## config.mk

```make
export PLATFORM = sky130hd
export DESIGN_NAME = ysyx_22041207_axi_rd_arbiter_flat
export DESIGN_NICKNAME = d
export VERILOG_FILES = /design/src/rtl/ysyx_22041207_axi_rd_arbiter_if.sv /design/src/rtl/ysyx_22041207_axi_rd_arbiter.sv /design/src/flat_wrapper.sv
export SDC_FILE = /design/constraint.sdc
export NUM_CORES = 1
export LEC_CHECK = 0
export ABC_CLOCK_PERIOD_IN_PS = 3400
export CAP_MARGIN = 20
export CORE_AREA = 2 2 164 166
export CTS_BUF_LIST = sky130_fd_sc_hd__clkbuf_4 sky130_fd_sc_hd__clkbuf_8
export CTS_CLUSTER_SIZE = 8
export DETAILED_ROUTE_END_ITERATION = 6
export DIE_AREA = 0 0 166 168
export DONT_BUFFER_PORTS = 1
export SLEW_MARGIN = 0
export SYNTH_ARGS = -nofsm -noshare
export SYNTH_HDL_FRONTEND = slang
export SYNTH_SLANG_ARGS = --single-unit
```

## constraint.sdc

```tcl
create_clock -name clk -period 3.4 [get_ports clk]
set_clock_uncertainty 0.1 [all_clocks]
set_input_delay 1.02 -clock clk [delete_from_list [all_inputs] [get_ports clk]]
set_output_delay 1.02 -clock clk [all_outputs]
set_load 0.05 [all_outputs]
```

## src/rtl/ysyx_22041207_axi_rd_arbiter_if.sv

```systemverilog
// Read-channel bundle: request (valid/ready/addr/size) plus data (valid/ready/data).
// Purely structural, no latency of its own.
// Backpressure is carried by r_ready_o on requests and r_data_ready on data.
interface ysyx_22041207_axi_rd_arbiter_if #(
    parameter int DW = 64,
    parameter int AW = 64
);
    logic          r_valid_i;
    logic          r_ready_o;
    logic [AW-1:0] r_addr_i;
    logic [7:0]    r_size_i;
    logic          r_data_valid;
    logic          r_data_ready;
    logic [DW-1:0] data_read_o;

    // Side that issues requests and consumes data.
    modport master (
        output r_valid_i, r_addr_i, r_size_i, r_data_ready,
        input  r_ready_o, r_data_valid, data_read_o
    );

    // Side that accepts requests and returns data.
    modport slave (
        input  r_valid_i, r_addr_i, r_size_i, r_data_ready,
        output r_ready_o, r_data_valid, data_read_o
    );
endinterface

```

## src/rtl/ysyx_22041207_axi_rd_arbiter.sv

```systemverilog
// Shares one downstream read slave between MEM (priority) and IF, with IF anti-starvation.
// Grant in IDLE is combinational (ready pulse same cycle); address phase starts next cycle; >=3 cycles per txn.
// One transaction at a time: slave ready stalls ADDR, owner data_ready stalls DATA; requests wait in IDLE.
module ysyx_22041207_axi_rd_arbiter #(
    parameter int RW_DATA_WIDTH = 64,
    parameter int RW_ADDR_WIDTH = 64,
    parameter int STARVE_LIMIT  = 4,
    parameter int CNT_WIDTH     = 3
) (
    input  logic clk,
    input  logic rst,
    ysyx_22041207_axi_rd_arbiter_if.slave  mem,
    ysyx_22041207_axi_rd_arbiter_if.slave  ifu,
    ysyx_22041207_axi_rd_arbiter_if.master s,
    output logic busy_o,
    output logic grant_mem_o
);

    typedef enum logic [1:0] {
        IDLE = 2'd0,
        ADDR = 2'd1,
        DATA = 2'd2
    } state_e;

    localparam logic [CNT_WIDTH-1:0] LIMIT = CNT_WIDTH'(STARVE_LIMIT);

    state_e                     state_q, state_d;
    logic [RW_ADDR_WIDTH-1:0]   addr_q, addr_d;
    logic [7:0]                 size_q, size_d;
    logic                       grant_q, grant_d;
    logic [CNT_WIDTH-1:0]       cnt_q, cnt_d;

    logic                       both_vld;
    logic                       mem_win;
    logic                       if_win;
    logic                       in_addr;
    logic                       in_data;
    logic                       data_rdy;
    logic [RW_DATA_WIDTH-1:0]   s_data;

    assign both_vld = mem.r_valid_i & ifu.r_valid_i;
    assign in_addr  = (state_q == ADDR);
    assign in_data  = (state_q == DATA);
    assign s_data   = s.data_read_o;

    // Forward the owner's consumer ready to the slave only while in the data phase.
    assign data_rdy = in_data & (grant_q ? mem.r_data_ready : ifu.r_data_ready);

    // Arbitration, capture of the winning request and FSM next-state.
    always_comb begin
        state_d = state_q;
        addr_d  = addr_q;
        size_d  = size_q;
        grant_d = grant_q;
        cnt_d   = cnt_q;
        mem_win = 1'b0;
        if_win  = 1'b0;
        case (state_q)
            IDLE: begin
                if (both_vld) begin
                    // IF takes the slot once it has lost LIMIT contested rounds in a row.
                    if (cnt_q == LIMIT) begin
                        if_win = 1'b1;
                    end else begin
                        mem_win = 1'b1;
                    end
                end else if (mem.r_valid_i) begin
                    mem_win = 1'b1;
                end else if (ifu.r_valid_i) begin
                    if_win = 1'b1;
                end

                if (mem_win) begin
                    state_d = ADDR;
                    addr_d  = mem.r_addr_i;
                    size_d  = mem.r_size_i;
                    grant_d = 1'b1;
                end else if (if_win) begin
                    state_d = ADDR;
                    addr_d  = ifu.r_addr_i;
                    size_d  = ifu.r_size_i;
                    grant_d = 1'b0;
                end

                // Only a contested MEM win counts as an IF loss; any IF grant clears the history.
                if (if_win) begin
                    cnt_d = '0;
                end else if (both_vld && (cnt_q != LIMIT)) begin
                    cnt_d = cnt_q + CNT_WIDTH'(1);
                end
            end
            ADDR: begin
                if (s.r_ready_o) begin
                    state_d = DATA;
                end
            end
            DATA: begin
                if (s.r_data_valid && data_rdy) begin
                    state_d = IDLE;
                end
            end
            default: begin
                state_d = IDLE;
            end
        endcase
    end

    // State, latched request and starvation history; reset discards any transaction.
    always_ff @(posedge clk or posedge rst) begin
        if (rst) begin
            state_q <= IDLE;
            addr_q  <= '0;
            size_q  <= '0;
            grant_q <= 1'b0;
            cnt_q   <= '0;
        end else begin
            state_q <= state_d;
            addr_q  <= addr_d;
            size_q  <= size_d;
            grant_q <= grant_d;
            cnt_q   <= cnt_d;
        end
    end

    // Request acceptance pulses; gated by reset so nothing is granted while it is held.
    assign mem.r_ready_o = mem_win & ~rst;
    assign ifu.r_ready_o = if_win & ~rst;

    // Slave address phase driven from the latched request only.
    assign s.r_valid_i    = in_addr;
    assign s.r_addr_i     = in_addr ? addr_q : '0;
    assign s.r_size_i     = in_addr ? size_q : '0;
    assign s.r_data_ready = data_rdy;

    // Data returned to the owner only; the other requester sees zeros.
    assign mem.r_data_valid = in_data & grant_q & s.r_data_valid;
    assign ifu.r_data_valid = in_data & ~grant_q & s.r_data_valid;
    assign mem.data_read_o  = (in_data & grant_q) ? s_data : '0;
    assign ifu.data_read_o  = (in_data & ~grant_q) ? s_data : '0;

    assign busy_o      = (state_q != IDLE);
    assign grant_mem_o = grant_q;

endmodule

```

## src/flat_wrapper.sv

```systemverilog
// flat-port wrapper written by rule: the top's interface ports become plain ports
module ysyx_22041207_axi_rd_arbiter_flat 
#(
    parameter int RW_DATA_WIDTH = 64,
    parameter int RW_ADDR_WIDTH = 64,
    parameter int STARVE_LIMIT  = 4,
    parameter int CNT_WIDTH     = 3
)
  (clk, rst, busy_o, grant_mem_o, mem_r_valid_i, mem_r_addr_i, mem_r_size_i, mem_r_data_ready, mem_r_ready_o, mem_r_data_valid, mem_data_read_o, ifu_r_valid_i, ifu_r_addr_i, ifu_r_size_i, ifu_r_data_ready, ifu_r_ready_o, ifu_r_data_valid, ifu_data_read_o, s_r_valid_i, s_r_addr_i, s_r_size_i, s_r_data_ready, s_r_ready_o, s_r_data_valid, s_data_read_o);
  ysyx_22041207_axi_rd_arbiter_if #(.DW(64), .AW(64)) mem_i ();
  ysyx_22041207_axi_rd_arbiter_if #(.DW(64), .AW(64)) ifu_i ();
  ysyx_22041207_axi_rd_arbiter_if #(.DW(64), .AW(64)) s_i ();
  input  logic clk;
  input  logic rst;
  output logic busy_o;
  output logic grant_mem_o;
  input wire logic [$bits(mem_i.r_valid_i)-1:0] mem_r_valid_i;
  input wire logic [$bits(mem_i.r_addr_i)-1:0] mem_r_addr_i;
  input wire logic [$bits(mem_i.r_size_i)-1:0] mem_r_size_i;
  input wire logic [$bits(mem_i.r_data_ready)-1:0] mem_r_data_ready;
  output wire logic [$bits(mem_i.r_ready_o)-1:0] mem_r_ready_o;
  output wire logic [$bits(mem_i.r_data_valid)-1:0] mem_r_data_valid;
  output wire logic [$bits(mem_i.data_read_o)-1:0] mem_data_read_o;
  input wire logic [$bits(ifu_i.r_valid_i)-1:0] ifu_r_valid_i;
  input wire logic [$bits(ifu_i.r_addr_i)-1:0] ifu_r_addr_i;
  input wire logic [$bits(ifu_i.r_size_i)-1:0] ifu_r_size_i;
  input wire logic [$bits(ifu_i.r_data_ready)-1:0] ifu_r_data_ready;
  output wire logic [$bits(ifu_i.r_ready_o)-1:0] ifu_r_ready_o;
  output wire logic [$bits(ifu_i.r_data_valid)-1:0] ifu_r_data_valid;
  output wire logic [$bits(ifu_i.data_read_o)-1:0] ifu_data_read_o;
  output wire logic [$bits(s_i.r_valid_i)-1:0] s_r_valid_i;
  output wire logic [$bits(s_i.r_addr_i)-1:0] s_r_addr_i;
  output wire logic [$bits(s_i.r_size_i)-1:0] s_r_size_i;
  output wire logic [$bits(s_i.r_data_ready)-1:0] s_r_data_ready;
  input wire logic [$bits(s_i.r_ready_o)-1:0] s_r_ready_o;
  input wire logic [$bits(s_i.r_data_valid)-1:0] s_r_data_valid;
  input wire logic [$bits(s_i.data_read_o)-1:0] s_data_read_o;
  assign mem_i.r_valid_i = mem_r_valid_i;
  assign mem_i.r_addr_i = mem_r_addr_i;
  assign mem_i.r_size_i = mem_r_size_i;
  assign mem_i.r_data_ready = mem_r_data_ready;
  assign mem_r_ready_o = mem_i.r_ready_o;
  assign mem_r_data_valid = mem_i.r_data_valid;
  assign mem_data_read_o = mem_i.data_read_o;
  assign ifu_i.r_valid_i = ifu_r_valid_i;
  assign ifu_i.r_addr_i = ifu_r_addr_i;
  assign ifu_i.r_size_i = ifu_r_size_i;
  assign ifu_i.r_data_ready = ifu_r_data_ready;
  assign ifu_r_ready_o = ifu_i.r_ready_o;
  assign ifu_r_data_valid = ifu_i.r_data_valid;
  assign ifu_data_read_o = ifu_i.data_read_o;
  assign s_r_valid_i = s_i.r_valid_i;
  assign s_r_addr_i = s_i.r_addr_i;
  assign s_r_size_i = s_i.r_size_i;
  assign s_r_data_ready = s_i.r_data_ready;
  assign s_i.r_ready_o = s_r_ready_o;
  assign s_i.r_data_valid = s_r_data_valid;
  assign s_i.data_read_o = s_data_read_o;
  ysyx_22041207_axi_rd_arbiter #(.RW_DATA_WIDTH(RW_DATA_WIDTH), .RW_ADDR_WIDTH(RW_ADDR_WIDTH), .STARVE_LIMIT(STARVE_LIMIT), .CNT_WIDTH(CNT_WIDTH)) u_core (.clk(clk), .rst(rst), .mem(mem_i), .ifu(ifu_i), .s(s_i), .busy_o(busy_o), .grant_mem_o(grant_mem_o));
endmodule
```

==> reports/results.txt <==
Initial DRC Count: 315
Startpoint Class: flop
antenna diode count: 0
# nets final: 1052
count of pins over their slew limit: 0
count of final setup violators: 0
Worst setup EP type: primary output
Setup TNS: 0 ns
post-detailed-route count of antenna-violating nets: 0
Synth Cell Area: 5700 µm²
Worst path slowest cell: dfrtp_1
register bit total from synthesis: 78
status: completed
Worst IR Drop VDD: 0.598 mV
max frequency: 0.334 GHz
first-pass GRT wire length: 35.3 mm
Synth async-reset ratio: 1.00
commonest non-fill, non-tap cells in the layout: 130 x and2_1, 110 x buf_12, 106 x buf_4, 78 x dfrtp_1, 77 x inv_1
main flop type after synthesis: dfrtp_1
Worst EP required: 2.28 ns
max incr delay on CP: 0.44 ns
DRC Markers: 0
Total Wirelength: 23.7 mm
Worst Path Buf+Inv: 2
DR pass1 iterations: 5
Max Buffers Root-to-Sink: 2
static leakage: 3.85 nW
Buffers on Ports: 0
num rows: 60
Hold Buf Count CTS: 0
vias in the first global route: 5738
Initial Utilization: 0.216
CTS Root Cell: clkbuf_8
worst hold margin: 0.427 ns
Core Area: 26400 µm²
syn avg cell area: 8.33 µm²
Area Overhead vs Synth: 59.1%
largest net degree at the start of global routing: 147
final hold vios: 0
aggregate global routing overflow: 0
dpl hpwl: 18.0 mm
Die Y: 168 µm
Rel. slew slack: 0.446
Final min period: 2.99 ns
Num CTS Buffers: 9
GRT Resource Usage Total: 0.161
max cap viols: 0
Setup WS pre-CTS: 0.410 ns
Die ar.: 27900 µm²
proportion of layout cells with a drive suffix above 1: 0.360
kind of critical path: reg -> out
commonest non-fill, non-tap cell in the layout: and2_1
Mapped Nets: 902
clock latency on the worst-skew pair: 0.35 ns
period utilisation layout: 0.880
Tightest Pin Transition: 0.831 ns
synth warn: 0
Vias/cell: 4.89
via count: 5765
clk slew on worst S/H paths: 0.08 ns
CP top delay family: simple AND/OR/NAND/NOR gates
Post-synth EDFFs: 0
cells along the critical path: nand2b_1 -> nor2_2 -> buf_12 -> and2_1 -> buf_12
final cell utilization of the core: 0.344
TritonCTS clock tree: done
post-route worst setup slack: 0.407 ns
crit-path most repeated cell: buf_12
P per Cell Area: 955 nW/µm²
I/O pins: 424
CTS Sinks: 78
WL per Instance: 20.1 µm
crit path DAT: 1.87 ns
cts repair resizes: 0
routability cong.: 0.779
H-tree depth: 3
unrepaired setup endpoints after global routing: no
initial antenna violation count: 9
Synth cell types: 27
register area: 1950 µm²
Post-Syn Instances: 684
Die W: 166 µm
post-synthesis sequential area ratio: 0.343
hold crit path type: reg -> reg
CP max FO: 65
Multi-input gate area: 3130 µm²
# fillers: 2613
Post CTS Setup Buffer Count: 0
-- kinds of logic (layout without fill, tap and decap cells) --
kind of cell / count (synthesis) / in the layout / share of synthesized area
AND/OR/NAND/NOR: 368 / 368 / 0.353
multiplexers: 1 / 1 / 0.00176
AO/OA/AOI/OAI: 79 / 79 / 0.182
flip-flops: 78 / 78 / 0.343
buffers and inverters: 156 / 310 / 0.116
adder cells (fa/ha/maj): 2 / 2 / 0.00439
-- Yosys cell counts, types with 4 or more instances --
cell type	number	share of area
clkbuf_1	50	0.033
nor2_1	76	0.050
buf_6	7	0.014
buf_1	7	0.0046
dfrtp_1	78	0.34
nand2b_1	4	0.0044
inv_1	78	0.051
nand3_1	74	0.065
and2_1	131	0.14
buf_2	11	0.0097
o221ai_2	58	0.15
o221ai_1	14	0.022
nand4_1	73	0.080
nand2_1	4	0.0026
-- worst reg2reg max path: stages (launching register included) --
cell and delay [ns]:
dfrtp_1 0.40, inv_1 0.06, ha_1 0.23, nand3_4 0.19
and2_4 0.18, buf_4 0.36, buf_4 0.75, o221ai_1 0.24
-- flip-flops by register name (all words and copies together), names as in the netlist --
name and flops:
u_core.addr_q 64, u_core.size_q 8, u_core.cnt_q 3, u_core.state_q 2
u_core.grant_mem_o 1
-- where the power goes --
| part | switching (mW) | internal, mW |
|---|---|---|
| sequential | 0.151 | 1.39 |
| clock | 0.364 | 0.512 |
| combinational | 4.07 | 2.17 |
| total | 4.59 | 4.07 |
-- per-layer routing --
| metal | GRT usage | vias to the layer above | wire length [µm] |
|---|---|---|---|
| met5 | 0 | - | 107 |
| met4 | 0.0371 | 16 | 291 |
| met2 | 0.260 | 272 | 11600 |
| li1 | - | 2661 | - |
| met3 | 0.0677 | 33 | 2440 |
| met1 | 0.201 | 2783 | 9310 |
-- stage by stage --
| stage | power [mW] | std cells | instance area (µm²) |
|---|---|---|---|
| after detailed placement | 7.84 | 1164 | 8820 |
| after global placement | 7.70 | 1163 | 8800 |
| after floorplan | 5.87 | 684 | 5710 |
| after global routing | 9.14 | 1179 | 9060 |
| after CTS | 8.75 | 1179 | 9060 |
| final | 8.66 | 1179 | 9060 |
-- final cells by class --
| cell class | count | share of cell area |
|---|---|---|
| Clock inverter | 4 | 0.0105 |
| Multi-Input combinational cell | 450 | 0.345 |
| Inverter | 78 | 0.0324 |
| Timing Repair Buffer | 217 | 0.334 |
| Sequential cell | 78 | 0.215 |
| Clock buffer | 11 | 0.0160 |
| Tap cell | 341 | 0.0471 |
-- worst paths after layout --
| kind | start | end | slack, ns | depth (start not counted) |
|---|---|---|---|---|
| worst max-delay path | u_core.state_q[0] | mem_data_read_o[23] | 0.41 | 5 |
| worst min-delay path | u_core.cnt_q[1] | u_core.cnt_q[1] | 0.43 | 2 |
| worst max register to register | u_core.cnt_q[0] | u_core.addr_q[36] | 0.72 | 7 |
| worst min register to register | u_core.cnt_q[1] | u_core.cnt_q[1] | 0.43 | 2 |
| max in group asynchronous | rst | u_core.addr_q[3] | 2.05 | 2 |
| min in group asynchronous | rst | u_core.addr_q[49] | 0.45 | 1 |
Power figures use the tool's default switching activity.
